$ cat src/rtl/alu_arbiter_pkg.sv
`default_nettype none
// +---------------------------------------------------------------------+
// | alu_arbiter_pkg : ALU control codes, FSM encoding, latency default  |
// | rev 1.0                                                             |
// +---------------------------------------------------------------------+
package alu_arbiter_pkg;

  localparam int unsigned DEFAULT_MUL_LAT = 2;

  localparam logic [3:0] ALU_ADD = 4'd0;
  localparam logic [3:0] ALU_SUB = 4'd1;
  localparam logic [3:0] ALU_MUL = 4'd2;
  localparam logic [3:0] ALU_AND = 4'd4;
  localparam logic [3:0] ALU_OR  = 4'd5;
  localparam logic [3:0] ALU_XOR = 4'd6;
  localparam logic [3:0] ALU_NOR = 4'd7;
  localparam logic [3:0] ALU_SLL = 4'd8;
  localparam logic [3:0] ALU_SRL = 4'd9;
  localparam logic [3:0] ALU_SRA = 4'd10;
  localparam logic [3:0] ALU_SLT = 4'd11;

  typedef enum logic [1:0] {
    ST_IDLE = 2'd0,
    ST_EXEC = 2'd1,
    ST_RESP = 2'd2
  } state_t;

  // Only the multiply waits for the pipelined multiplier; everything else is one cycle.
  function automatic logic [2:0] exec_cycles(input logic [3:0] ctl, input logic [2:0] mul_lat);
    return (ctl == ALU_MUL) ? mul_lat : 3'd1;
  endfunction

endpackage
`default_nettype wire

$ cat src/rtl/alu_arbiter_rr_arb2.sv
`default_nettype none
// +---------------------------------------------------------------------+
// | rr_arb2 : two-way round-robin grant, one-hot, purely combinational  |
// | rev 1.0                                                             |
// +---------------------------------------------------------------------+
module rr_arb2 (
  input  logic [1:0] valid,
  input  logic       last_grant,
  output logic [1:0] grant
);

  always_comb begin
    grant = valid;
    if (valid == 2'b11) begin
      grant = last_grant ? 2'b01 : 2'b10;
    end
  end

endmodule
`default_nettype wire

$ cat src/rtl/alu_arbiter.sv
`default_nettype none
// +---------------------------------------------------------------------+
// | alu_arbiter : shares one external ALU between two requesters        |
// | rev 1.0                                                             |
// +---------------------------------------------------------------------+
module alu_arbiter
  import alu_arbiter_pkg::*;
#(
  parameter int unsigned MUL_LAT = DEFAULT_MUL_LAT
) (
  input  logic        clk,
  input  logic        reset,
  input  logic        req0_valid,
  output logic        req0_ready,
  input  logic [31:0] req0_in1,
  input  logic [31:0] req0_in2,
  input  logic [3:0]  req0_ctl,
  input  logic        req0_sign,
  input  logic        req1_valid,
  output logic        req1_ready,
  input  logic [31:0] req1_in1,
  input  logic [31:0] req1_in2,
  input  logic [3:0]  req1_ctl,
  input  logic        req1_sign,
  output logic        resp0_valid,
  output logic [31:0] resp0_data,
  input  logic        resp0_ready,
  output logic        resp1_valid,
  output logic [31:0] resp1_data,
  input  logic        resp1_ready,
  output logic [31:0] alu_in1,
  output logic [31:0] alu_in2,
  output logic [3:0]  alu_ctl,
  output logic        alu_sign,
  input  logic [31:0] alu_out,
  output logic        busy
);

  localparam logic [2:0] MUL_CYCLES = 3'(MUL_LAT);

  state_t      state_q, state_d;
  logic        owner_q, owner_d;
  logic        last_grant_q, last_grant_d;
  logic [2:0]  count_q, count_d;
  logic [31:0] in1_q, in1_d;
  logic [31:0] in2_q, in2_d;
  logic [3:0]  ctl_q, ctl_d;
  logic        sign_q, sign_d;
  logic [31:0] result_q, result_d;

  logic [1:0]  grant;
  logic [1:0]  ready;
  logic        resp_fire;

  rr_arb2 u_rr_arb2 (
    .valid      ({req1_valid, req0_valid}),
    .last_grant (last_grant_q),
    .grant      (grant)
  );

  // Ready is suppressed while reset is asserted so no handshake can slip in.
  assign ready      = (state_q == ST_IDLE && !reset) ? grant : 2'b00;
  assign req0_ready = ready[0];
  assign req1_ready = ready[1];
  assign resp_fire  = (state_q == ST_RESP) && (owner_q ? resp1_ready : resp0_ready);

  always_comb begin
    state_d      = state_q;
    owner_d      = owner_q;
    last_grant_d = last_grant_q;
    count_d      = count_q;
    in1_d        = in1_q;
    in2_d        = in2_q;
    ctl_d        = ctl_q;
    sign_d       = sign_q;
    result_d     = result_q;
    case (state_q)
      ST_IDLE: begin
        if (|ready) begin
          owner_d = ready[1];
          in1_d   = ready[1] ? req1_in1  : req0_in1;
          in2_d   = ready[1] ? req1_in2  : req0_in2;
          ctl_d   = ready[1] ? req1_ctl  : req0_ctl;
          sign_d  = ready[1] ? req1_sign : req0_sign;
          count_d = 3'd1;
          state_d = ST_EXEC;
        end
      end
      ST_EXEC: begin
        if (count_q == exec_cycles(ctl_q, MUL_CYCLES)) begin
          result_d = alu_out;
          count_d  = 3'd0;
          state_d  = ST_RESP;
        end else begin
          count_d = count_q + 3'd1;
        end
      end
      ST_RESP: begin
        if (resp_fire) begin
          last_grant_d = owner_q;
          state_d      = ST_IDLE;
        end
      end
      default: state_d = ST_IDLE;
    endcase
  end

  always_ff @(posedge clk) begin
    if (reset) begin
      state_q      <= ST_IDLE;
      owner_q      <= 1'b0;
      last_grant_q <= 1'b1;
      count_q      <= 3'd0;
      in1_q        <= 32'd0;
      in2_q        <= 32'd0;
      ctl_q        <= 4'd0;
      sign_q       <= 1'b0;
      result_q     <= 32'd0;
    end else begin
      state_q      <= state_d;
      owner_q      <= owner_d;
      last_grant_q <= last_grant_d;
      count_q      <= count_d;
      in1_q        <= in1_d;
      in2_q        <= in2_d;
      ctl_q        <= ctl_d;
      sign_q       <= sign_d;
      result_q     <= result_d;
    end
  end

  assign alu_in1     = in1_q;
  assign alu_in2     = in2_q;
  assign alu_ctl     = ctl_q;
  assign alu_sign    = sign_q;
  assign resp0_valid = (state_q == ST_RESP) && !owner_q;
  assign resp1_valid = (state_q == ST_RESP) &&  owner_q;
  assign resp0_data  = resp0_valid ? result_q : 32'd0;
  assign resp1_data  = resp1_valid ? result_q : 32'd0;
  assign busy        = (state_q != ST_IDLE);

endmodule
`default_nettype wire

$ cat config.mk
export PLATFORM = sky130hd
export DESIGN_NAME = alu_arbiter
export DESIGN_NICKNAME = d
export VERILOG_FILES = /design/src/rtl/alu_arbiter_pkg.sv /design/src/rtl/alu_arbiter_rr_arb2.sv /design/src/rtl/alu_arbiter.sv
export SDC_FILE = /design/constraint.sdc
export NUM_CORES = 1
export LEC_CHECK = 0
export ABC_AREA = 1
export ABC_CLOCK_PERIOD_IN_PS = 5000
export CAP_MARGIN = 20
export CORE_ASPECT_RATIO = 0.5
export CORE_UTILIZATION = 42
export DETAILED_ROUTE_END_ITERATION = 10
export GPL_TIMING_DRIVEN = 0
export MAX_ROUTING_LAYER = met4
export PLACE_DENSITY = 0.87
export SLEW_MARGIN = 20
export SYNTH_ARGS = -nofsm -noshare
export SYNTH_HDL_FRONTEND = slang
export SYNTH_SLANG_ARGS = --single-unit
$ cat constraint.sdc
create_clock -name clk -period 5 [get_ports clk]
set_clock_uncertainty 0.05 [all_clocks]
set_input_delay 1.5 -clock clk [delete_from_list [all_inputs] [get_ports clk]]
set_output_delay 1.5 -clock clk [all_outputs]
set_load 0.02 [all_outputs]
==> impl_metrics.tcl <==
set metrics [dict create \
    synth_flop_cell "dfxtp_1" \
    async_reset_ff_share_pct 0 \
    ant_nets 0 \
    post-route-period-util_pct 94.9 \
    hold_buffers 0 \
    cts-root-buf "clkbuf_16" \
    cts-resized-gates 0 \
    place_area_um2 8920 \
    synth_edf_count 0 \
    rows 29 \
    fin_ws_ns 0.255 \
    cts_htree_levels 3 \
    synth.avg_cell_area_um2 6.03 \
    holdCritPathClass "reg2reg" \
    clk_latency_ns 0.34 \
    worstPathArrival_ns 3.19 \
    grt_busiest_layer "met2" \
    drive_above_1_share_pct 3.99 \
    syn_area_um2 5580 \
    yosysWarnings 0 \
    cts_tree "yes" \
    fin_crit_ns 4.74 \
    clock_sinks 108 \
    dp_hpwl_um 14800 \
    max_cap_viol_count 0 \
    numCtsBuffers 9 \
    initial_utilization_pct 43.5 \
    port_buffers 313 \
    grt_remaining_overflow 0 \
    fmax_mhz 211 \
    dieWidth_um 165 \
    final_area_um2 9220 \
    die_area_um2 13800 \
    io_pins 314 \
    nets 1425 \
    drc 0 \
    seq_area_frac_synth_pct 38.8 \
    die_y_um 83.5 \
    syn_to_final_growth_pct 65.3 \
    synth_seq_cells 108 \
    place_ws_ns -0.0686 \
    grt_max_degree 19 \
    status "finished clean" \
    via_count 6637 \
    vias_per_cell 4.67 \
    cp.required_ns 3.45 \
    antenna_found_initial 0 \
    place.gp.congestion 0.954 \
    drt-total-wl_um 18600 \
    pwr_density_cell_nw_per_um2 301 \
    synth_nets 1102 \
    n_antenna_cell 0 \
    crit_type "in2out" \
    first_iter_violations 351 \
    slew_violations 0 \
    use_met1_pct 30.3 \
    hold_viol_final 0 \
    start_kind "input pin" \
    whs_ns 0.414 \
    syn_inst 925 \
    rsz0062_at_grt "false" \
    tightest_slew_ns 0.577 \
    core_um2 12800 \
    dr.pass1.iters 5 \
    clk_path_buf_depth 2 \
    relSlewSlack_pct 61.5 \
    peakVddDrop_mv 0.223 \
    grt_pass1_vias 6261 \
    setup_violations 0 \
    grt_pass1_wl_um 29000 \
    use_met3_pct 4.62 \
    grt_use_total_pct 27.2 \
    grt_util_met2_pct 49.3 \
    total_power_uw 2780 \
    clkSlewWorstSetupHoldPaths_ns 0.07 \
    end_kind "output pin" \
    postCtsSetupRepairBufs 0 \
    p_leak_uw 0.00423 \
    synth.distinct_cells 25 \
    wl_per_cell_um 13.1 \
    cp_max_fo 17 \
]
[metal layers]
layer / part of all wire, % / up-vias
li1: - / 3361
met1: 41 / 3030
met2: 52 / 208
met3: 5.3 / 38
met4: 2.4 / 0
met5: 0 / -
[sequential cells by signal, summed over array words and instances (netlist names)]
signal and count:
alu_in2 32, alu_ctl 4, count_q 3, last_grant_q 1, state_q 2, alu_in1 32
result_q 32, owner_q 1, alu_sign 1
[cells in the final DEF (no fill, tap or decap), types with 2 or more instances in the layout]
cell,count
nand3_1,68
dfxtp_1,108
clkdlybuf4s50_1,313
nor2_4,2
inv_2,3
buf_2,14
clkinv_4,4
nand3_2,10
a21oi_1,72
buf_1,8
nor2_1,136
clkbuf_16,9
inv_1,180
nand2_1,283
clkbuf_1,27
[where the power goes]
group / total (µW) / internal [µW] / switching [µW]
sequential: 1060 / 996 / 59.9
clock: 724 / 392 / 332
combinational: 999 / 429 / 569
total: 2780 / 1820 / 961
[critical path, stage by stage]
cell	delay (ns)
clkdlybuf4s50_1	0.43
inv_2	0.16
nand2_2	0.14
nor2_8	0.28
clkdlybuf4s50_1	0.67
[area by class of cell]
| cell class | count | area, µm² |
|---|---|---|
| plain buffers | 51 | 228 |
| clock buffers | 9 | 225 |
| clock inverters | 6 | 73.8 |
| fillers | 1097 | 3590 |
| inverters | 183 | 687 |
| multi-input cells | 582 | 2490 |
| flip-flops and latches | 108 | 2160 |
| well taps | 170 | 213 |
| repair buffers | 313 | 3130 |
[cell families after synthesis]
family          count (synthesis)  share of synthesized area [%]
compound gates                 74                           6.76
xor+xnor                        1                          0.157
fa+ha+maj                       1                          0.224
buf+inv                       235                           16.5
flops                         108                           38.8
simple gates                  506                           37.6
[stage by stage]
| step | setup TNS [ns] | util [%] | std cells |
|---|---|---|---|
| 6_report | 0 | 72.0 | 1422 |
| 3_5_place_dp | -0.0686 | 69.6 | 1408 |
| 4_1_cts | 0 | 72.0 | 1422 |
| 2_1_floorplan | 0 | - | 925 |
| 5_1_grt | 0 | 72.0 | 1422 |
| 3_3_place_gp | -0.0439 | 69.6 | 1408 |
[cells in the mapped netlist, drive strengths merged, types with 25 or more instances]
cell type  count  area share (%)
buf           25             2.3
a21oi         72             6.5
clkbuf        27             1.8
inv          183              12
nor2         140              10
nand3         78             7.9
dfxtp        108              39
nand2        285              19
[path summary, 6_finish.rpt]
check / start / cells past startpoint / endpoint / slack (ns)
max reg2reg: state_q[1] / 9 / alu_in2[1] / 3.09
min: alu_in2[11] / 2 / alu_in2[11] / 0.41
max: reset / 5 / req1_ready / 0.26
min reg2reg: alu_in2[11] / 2 / alu_in2[11] / 0.41
(Power assumes the default switching activity.)
